### config.mk
export PLATFORM = sky130hd
export DESIGN_NAME = exc_ctrl
export DESIGN_NICKNAME = d
export VERILOG_FILES = /design/src/rtl/exc_ctrl.sv
export SDC_FILE = /design/constraint.sdc
export NUM_CORES = 1
export LEC_CHECK = 0
export CELL_PAD_IN_SITES_DETAIL_PLACEMENT = 1
export CELL_PAD_IN_SITES_GLOBAL_PLACEMENT = 1
export CORE_ASPECT_RATIO = 1.25
export CORE_MARGIN = 2
export CORE_UTILIZATION = 27
export DETAILED_ROUTE_END_ITERATION = 6
export MAX_ROUTING_LAYER = met4
export PLACE_DENSITY = 0.85
export SLEW_MARGIN = 20
export SYNTH_ARGS = -nofsm -noshare
export SYNTH_HDL_FRONTEND = slang
export SYNTH_SLANG_ARGS = --single-unit
### constraint.sdc
create_clock -name clk -period 4.55 [get_ports clk]
set_input_delay 0.91 -clock clk [delete_from_list [all_inputs] [get_ports clk]]
set_output_delay 0.91 -clock clk [all_outputs]
set_load 0.01 [all_outputs]
### src/rtl/exc_ctrl.sv
// exc_ctrl: MIPS32 exception controller at the MEM/WB boundary.
// Decides whether the MEM instruction traps. On a trap it drives the CP0 exception
// inputs for one cycle and holds flush_o high for FLUSH_CYCLES cycles. While the
// flush is active it also drives the redirect target new_pc_o.
module exc_ctrl #(
    parameter int unsigned FLUSH_CYCLES = 1,
    parameter logic [31:0] VEC_OFFSET   = 32'h0000_0180
) (
    input  logic        clk,
    input  logic        rst,
    input  logic        stall_i,
    input  logic        valid_i,
    input  logic [31:0] pc_i,
    input  logic        in_delay_slot_i,
    input  logic        adel_fetch_i,
    input  logic        ri_i,
    input  logic        ov_i,
    input  logic        trap_i,
    input  logic        syscall_i,
    input  logic        break_i,
    input  logic        eret_i,
    input  logic        adel_i,
    input  logic        ades_i,
    input  logic        tlbmiss_i,
    input  logic        load_i,
    input  logic [31:0] badvaddr_data_i,
    input  logic [31:0] cp0_status_i,
    input  logic [31:0] cp0_cause_i,
    input  logic [31:0] cp0_epc_i,
    input  logic [31:0] cp0_ebase_i,
    input  logic        wb_cp0_we_i,
    input  logic [4:0]  wb_cp0_addr_i,
    input  logic [31:0] wb_cp0_data_i,
    output logic [31:0] exc_type_o,
    output logic [31:0] exc_addr_o,
    output logic        in_delay_slot_o,
    output logic        tlbmiss_o,
    output logic        load_o,
    output logic [31:0] badvaddr_o,
    output logic        flush_o,
    output logic [31:0] new_pc_o
);

    // CP0 register numbers seen on the WB mtc0 port.
    localparam logic [4:0] CP0_STATUS = 5'd12;
    localparam logic [4:0] CP0_CAUSE  = 5'd13;
    localparam logic [4:0] CP0_EPC    = 5'd14;
    localparam logic [4:0] CP0_EBASE  = 5'd15;

    // Exception codes handed to CP0.
    localparam logic [31:0] EXC_INT     = 32'h0000_0001;
    localparam logic [31:0] EXC_ADEL    = 32'h0000_0004;
    localparam logic [31:0] EXC_ADES    = 32'h0000_0005;
    localparam logic [31:0] EXC_SYSCALL = 32'h0000_0008;
    localparam logic [31:0] EXC_BREAK   = 32'h0000_0009;
    localparam logic [31:0] EXC_RI      = 32'h0000_000a;
    localparam logic [31:0] EXC_OV      = 32'h0000_000c;
    localparam logic [31:0] EXC_ERET    = 32'h0000_000e;
    localparam logic [31:0] EXC_TRAP    = 32'h0000_0010;
    localparam logic [31:0] EXC_TLB     = 32'h0000_0000;

    // Counter reload value. The flush length is FLUSH_CYCLES, in the range 1..15.
    localparam logic [3:0] CNT_INIT = 4'(FLUSH_CYCLES - 1);

    typedef enum logic {
        S_IDLE,
        S_FLUSH
    } state_t;

    state_t      r_state;
    logic [3:0]  r_cnt;

    logic [31:0] w_eff_status;
    logic [31:0] w_eff_epc;
    logic [31:0] w_eff_ebase;
    logic [7:0]  w_eff_ip;
    logic        w_int_pending;

    logic        w_any;
    logic [31:0] w_exc_type;
    logic [31:0] w_badvaddr;
    logic        w_is_tlb;
    logic        w_is_eret;
    logic        w_load;
    logic [31:0] w_new_pc;
    logic        w_accept;

    // Forward an mtc0 that is in WB, so that a write landing this cycle is already seen.
    assign w_eff_status = (wb_cp0_we_i && wb_cp0_addr_i == CP0_STATUS) ? wb_cp0_data_i : cp0_status_i;
    assign w_eff_epc    = (wb_cp0_we_i && wb_cp0_addr_i == CP0_EPC)    ? wb_cp0_data_i : cp0_epc_i;
    assign w_eff_ebase  = (wb_cp0_we_i && wb_cp0_addr_i == CP0_EBASE)  ? wb_cp0_data_i : cp0_ebase_i;
    // Only the two software-interrupt bits of Cause are writable. The hardware IP bits always come from CP0.
    assign w_eff_ip[7:2] = cp0_cause_i[15:10];
    assign w_eff_ip[1:0] = (wb_cp0_we_i && wb_cp0_addr_i == CP0_CAUSE) ? wb_cp0_data_i[9:8]
                                                                       : cp0_cause_i[9:8];

    assign w_int_pending = (|(w_eff_ip & w_eff_status[15:8])) && w_eff_status[0] && !w_eff_status[1];

    // Bits that do not affect exception resolution, collected in one place.
    logic w_unused_bits;
    assign w_unused_bits = &{1'b0, cp0_cause_i[31:16], cp0_cause_i[7:0],
                             w_eff_status[31:16], w_eff_status[7:2]};

    // Priority resolution of the exception cause, highest first.
    always_comb begin
        // NOTE: every output of this block gets a default first, so no path can infer a latch.
        w_any      = 1'b1;
        w_exc_type = 32'h0;
        w_badvaddr = 32'h0;
        w_is_tlb   = 1'b0;
        w_is_eret  = 1'b0;
        if (w_int_pending) begin
            w_exc_type = EXC_INT;
        end else if (adel_fetch_i) begin
            w_exc_type = EXC_ADEL;
            w_badvaddr = pc_i;
        end else if (ri_i) begin
            w_exc_type = EXC_RI;
        end else if (ov_i) begin
            w_exc_type = EXC_OV;
        end else if (trap_i) begin
            w_exc_type = EXC_TRAP;
        end else if (syscall_i) begin
            w_exc_type = EXC_SYSCALL;
        end else if (break_i) begin
            w_exc_type = EXC_BREAK;
        end else if (eret_i) begin
            w_exc_type = EXC_ERET;
            w_is_eret  = 1'b1;
        end else if (adel_i) begin
            w_exc_type = EXC_ADEL;
            w_badvaddr = badvaddr_data_i;
        end else if (ades_i) begin
            w_exc_type = EXC_ADES;
            w_badvaddr = badvaddr_data_i;
        end else if (tlbmiss_i) begin
            w_exc_type = EXC_TLB;
            w_badvaddr = badvaddr_data_i;
            w_is_tlb   = 1'b1;
        end else begin
            w_any = 1'b0;
        end
    end

    assign w_load = w_is_tlb & load_i;

    // Select the redirect target. A TLB refill outside EXL uses the EBase vector directly.
    always_comb begin
        if (w_is_eret) begin
            w_new_pc = w_eff_epc;
        end else if (w_is_tlb && !w_eff_status[1]) begin
            w_new_pc = w_eff_ebase;
        end else begin
            w_new_pc = w_eff_ebase + VEC_OFFSET;
        end
    end

    assign w_accept = (r_state == S_IDLE) && !stall_i && valid_i && w_any;

    // Flush FSM. It owns the counter and all registered outputs.
    always_ff @(posedge clk) begin
        // NOTE: state uses non-blocking assignments. Every read in this block therefore sees pre-edge values.
        if (rst) begin
            r_state         <= S_IDLE;
            r_cnt           <= 4'd0;
            exc_type_o      <= 32'h0;
            exc_addr_o      <= 32'h0;
            in_delay_slot_o <= 1'b0;
            tlbmiss_o       <= 1'b0;
            load_o          <= 1'b0;
            badvaddr_o      <= 32'h0;
            flush_o         <= 1'b0;
            new_pc_o        <= 32'h0;
        end else begin
            case (r_state)
                S_IDLE: begin
                    if (w_accept) begin
                        r_state         <= S_FLUSH;
                        r_cnt           <= CNT_INIT;
                        exc_type_o      <= w_exc_type;
                        exc_addr_o      <= pc_i;
                        in_delay_slot_o <= in_delay_slot_i;
                        tlbmiss_o       <= w_is_tlb;
                        load_o          <= w_load;
                        badvaddr_o      <= w_badvaddr;
                        flush_o         <= 1'b1;
                        new_pc_o        <= w_new_pc;
                    end
                end
                S_FLUSH: begin
                    // The CP0 exception outputs pulse only in the first flush cycle.
                    exc_type_o      <= 32'h0;
                    exc_addr_o      <= 32'h0;
                    in_delay_slot_o <= 1'b0;
                    tlbmiss_o       <= 1'b0;
                    load_o          <= 1'b0;
                    badvaddr_o      <= 32'h0;
                    if (r_cnt == 4'd0) begin
                        r_state <= S_IDLE;
                        flush_o <= 1'b0;
                    end else begin
                        r_cnt <= r_cnt - 4'd1;
                    end
                end
                default: begin
                    r_state <= S_IDLE;
                    flush_o <= 1'b0;
                end
            endcase
        end
    end

endmodule

After elaboration in Yosys (flattened, before gate mapping)
Index checks and enable logic that the tools add are counted.
{"block": "classes", "addsub": 2, "eq_ne": 7, "mux": 77, "bitwise_logic": 3, "n_reduce_logical": 17}
{"operator": "$mux W32", "n": 18}
{"operator": "$pmux W32 S2", "n": 3}
{"operator": "$mux W1", "n": 36}
{"operator": "$add A32 B9 Y32 const B", "n": 1}
{"operator": "$mux W5", "n": 5}
{"operator": "$eq A5 B4 Y1 const B", "n": 4}
{"operator": "$mux W4", "n": 5}
{"operator": "$mux W16", "n": 1}
{"operator": "$logic_and A1 B1 Y1", "n": 10}
{"operator": "$pmux W1 S2", "n": 5}
{"operator": "$and A8 B8 Y8", "n": 1}
{"operator": "$pmux W4 S2", "n": 1}
{"operator": "$reduce_or A8 Y1", "n": 1}
{"operator": "$mux W3", "n": 2}
{"operator": "$reduce_and A2 Y1", "n": 3}
{"operator": "$logic_not A4 Y1", "n": 1}
{"operator": "$ne A2 B2 Y1 const B", "n": 2}
{"operator": "$sub A4 B1 Y4 const B", "n": 1}
{"operator": "$logic_not A1 Y1", "n": 2}
{"operator": "$mux W2", "n": 1}
{"operator": "$ne A2 B1 Y1 const B", "n": 1}
{"operator": "$and A1 B1 Y1", "n": 1}
{"operator": "$not A1 Y1", "n": 1}
{"block": "totals", "register_bits": 137, "inputBits": 246, "output_inout_bits": 132, "word_cells": 116}

Logic depth before layout (Yosys ltp)
{"block": "depth", "word_depth": 14, "ltp_mapped": 14, "ltp_nobuf": 11}

Worst setup path after synthesis
Ideal clock, no wire load.
{"block": "synth_path", "path_kind": "in2reg", "startpoint": "in wb_cp0_addr_i[3]", "endpoint": "reg new_pc_o[21]", "setup_ns": 0.117, "arrival_time_ns": 3.394, "t_required_ns": 4.433, "path_slack_ns": 1.039, "stages": 14, "n_path_buf": 3, "cell_sequence": "and4b_1 > buf_4 > nand2_2 > buf_1 > mux2i_1 > ha_1 > a21oi_1 > o21ai_0 > a21oi_1 > buf_2 > nand4_1 > nor3_1 > a21oi_1 > a32o_1"}
{"block": "synth_via", "elab_chain_len": 11, "elab_cells_between_ends": 26, "classes_between": "add/sub: 1; eq/ne: 4; mux: 9; bitwise: 1; reduce/logical: 11"}
{"element": "start: declaration", "line_no": "32", "source": "input logic [4:0] wb_cp0_addr_i,"}
{"element": "parallel branches: the longest is 11 deep, another holds $add A32 B9 Y32"}
{"element": "end signal: assignment", "line_no": "187", "source": "new_pc_o <= w_new_pc;"}
{"element": "end: declaration", "line_no": "41", "source": "output logic [31:0] new_pc_o"}
Parallel ways; which one is timed is not known.
A chain may end at the register's enable or synchronous reset.

Final worst setup path
{"block": "layout_path", "startpoint": "in wb_cp0_addr_i[3]", "endpoint": "reg new_pc_o[2]"}
Same word-level chain as after synthesis.

==> reports/qor.csv <==
metric,value,unit
cts_setup_buffers,0,
cts_tree,yes,
hold_path_class,flop to flop,
ios,378,
cts_num_sinks,110,
ys_ff_latch,110,
core,0.02458,mm^2
synth_xor_area_frac,0.04253,
cts_made_buffers,9,
wl_met2,14670,um
netlist_instances,886,
hold_violations,0,
ir_worst_vdd,0.1454,mV
synth_ff_type,dfxtp_1,
layout-drive-gt1-share,0.06598,
synth_edf_count,0,
nets,1410,
start_kind,input port,
synthSimpleGateAreaFrac,0.2607,
clock_skew,0.009718,ns
seq_area,0.002202,mm^2
placementRows,64,
cts-resized-gates,0,
crit_buf_inv,3,
critPathTopFamily,buffers and inverters,
synthArstFlopShare,0,
die-area,0.02647,mm^2
syn_avg_cell_area,7.671,um^2
wire_per_inst,19.34,um
yosysSeqAreaShare,0.3240,
dp_worst_setup_slack,0.3578,ns
tns,0,ns
relSlewSlack,0.4642,
cap_violations,0,
crit_chain,"clkdlybuf4s50_1, and4b_1, nand2_2, mux2_1, a21oi_2, a31oi_4, buf_4, nor2_2, buf_4, nand2_1, o221ai_1, a311oi_1",
synth_top_family_by_area,simple AND/OR/NAND/NOR gates,
period_share,0.8325,
synthToLayoutAreaGrowth,53.66,%
synth_mux_area_frac,0.04529,
clk_latency,0.37,ns
finalSetupViolations,0,
postCtsHoldBufs,0,
cp.required,4.75,ns
fin_cells,1497,
p_leak,3.747,nW
crit_path_end_kind,flop,
highest_layer,met4,
criticalPathCategory,input port to flop,
via_per_inst,5.232,
crit_top_cell,buf_4,
portBuffers,304,
final_antenna_net_count,0,
max_freq,264.0,MHz
synth.distinct_cells,65,
grt_pass1_vias,8242,
arrival,3.99,ns
antenna_found_initial,0,
drt_iter0_markers,305,
drt_pass1_iterations,4,
slew_violations,0,
status,completed,
totalWireLength,28960,um
start_util,0.2765,
vias,7833,
synthAdderAreaFrac,0.003682,
grtUsageTotal,0.2211,
grt_max_degree,64,
crit_slowest_cell,clkdlybuf4s50_1,
synth_compound_area_frac,0.2432,
cp_max_fo,22,
root_buffer,clkbuf_16,
drc,0,
grt_remaining_overflow,0,
netlist_area,0.006797,mm^2
layout_commonest_cell,clkdlybuf4s50_1,
mostFrequentLayoutCells,"clkdlybuf4s50_1 (303), nor2_1 (117), nand2_1 (115)",
die_width,145.9,um
h-tree-depth,3,
route.met3.wl,1812,um
gp_congestion,0.8836,
rsz0062_at_grt,false,
power,2.537,mW
die_h,181.4,um
clk_pin_slew,0.08,ns
slowest_delay,0.52,ns
clk_path_buf_depth,2,
setup_ws,0.7622,ns
post-route-util,0.4248,
dp_hpwl,22170,um
antenna_cells,0,
grt_pass1_wl,45570,um
yosysWarningCount,0,
dp_cells,1481,
fillCellCount,2982,
fin_crit,3.788,ns
drt-met1-wl,11560,um
tightest_slew,0.8036,ns
multi_input_area,0.004169,mm^2
p_per_area,243.0,mW/mm^2
-- through the flow --
| step | hold slack (ns) | cell area (um^2) |
|---|---|---|
| 2_1_floorplan | 0.4567 | 6894 |
| 3_3_place_gp | 0.4382 | 10110 |
| 3_5_place_dp | 0.4365 | 10110 |
| 4_1_cts | 0.4556 | 10440 |
| 5_1_grt | 0.4886 | 10440 |
| 6_report | 0.4563 | 10440 |
-- registers in the layout, summed over array words and instances (netlist names) --
register	count
badvaddr_o	32
exc_addr_o	32
new_pc_o	32
exc_type_o	5
r_cnt	4
flush_o	1
in_delay_slot_o	1
load_o	1
r_state	1
tlbmiss_o	1
-- synthesized netlist by cell type (4+ instances only) --
| cell type | number | area (um^2) |
|---|---|---|
| nor2_1 | 118 | 442.9 |
| nand2_1 | 115 | 431.7 |
| dfxtp_1 | 110 | 2202 |
| a21oi_1 | 100 | 500.5 |
| clkbuf_1 | 42 | 157.7 |
| nand3b_1 | 38 | 285.3 |
| a22oi_1 | 35 | 262.8 |
| buf_4 | 31 | 232.7 |
| mux2i_1 | 24 | 240.2 |
| xnor2_1 | 19 | 166.4 |
| buf_2 | 18 | 90.09 |
| nor3_1 | 17 | 85.08 |
| o21ai_0 | 17 | 85.08 |
| and3_1 | 14 | 87.58 |
| xor2_1 | 14 | 122.6 |
| a211oi_1 | 13 | 97.59 |
| a311oi_1 | 13 | 113.9 |
| nand3_1 | 13 | 65.06 |
| o211ai_1 | 12 | 90.09 |
| o221ai_1 | 12 | 105.1 |
| o2111ai_1 | 10 | 87.58 |
| and2_1 | 9 | 56.30 |
| o21ai_1 | 9 | 45.04 |
| inv_1 | 7 | 26.28 |
| a31oi_1 | 6 | 37.54 |
| mux2_2 | 5 | 56.30 |
| nand2b_1 | 4 | 25.02 |
| nor3_2 | 4 | 40.04 |
-- metal layers --
metal | up-vias | track usage
li1 | 3675 | -
met1 | 3776 | 0.2483
met2 | 329 | 0.3923
met3 | 53 | 0.03317
met4 | 0 | 0.08980
met5 | - | -
-- worst register-to-register path, cell delays in order (launching register included) --
cell     delay (ns)
dfxtp_1        0.32
nor2_1         0.29
o311a_4        0.44
buf_4          0.26
o21ai_1        0.09
a21oi_1        0.22
nor3_2         0.08
-- final timing paths --
path | start | endpoint | slack [ns] | cells past startpoint
min | new_pc_o[15] | new_pc_o[15] | 0.46 | 2
max | wb_cp0_addr_i[3] | new_pc_o[2] | 0.76 | 12
min reg2reg | new_pc_o[15] | new_pc_o[15] | 0.46 | 2
max reg2reg | r_state | new_pc_o[25] | 2.72 | 6
-- power breakdown --
group | internal, mW | switching [mW] | total, mW
Combinational | 0.318 | 0.288 | 0.606
Sequential | 1.00 | 0.0228 | 1.03
Clock | 0.493 | 0.412 | 0.905
Total | 1.81 | 0.723 | 2.54
-- cell type report --
class	instances	share of cell area
Timing Repair Buffer	334	0.3163
Clock buffer	9	0.02156
Sequential cell	110	0.2109
Clock inverter	7	0.01006
Inverter	7	0.002516
Multi-Input combinational cell	700	0.3992
Tap cell	330	0.03954
-- cells by family (layout without fill, tap and decap cells) --
logic type / Yosys count / after routing
and+or+nand+nor: 360 / 360
AOI/OAI and AO/OA: 248 / 248
DFF: 110 / 110
buffers and inverters: 102 / 357
xor gates and xnor gates: 33 / 33
muxes: 30 / 30
adders and majority gates: 2 / 2
other: 1 / 27
(Power assumes the default switching activity.)
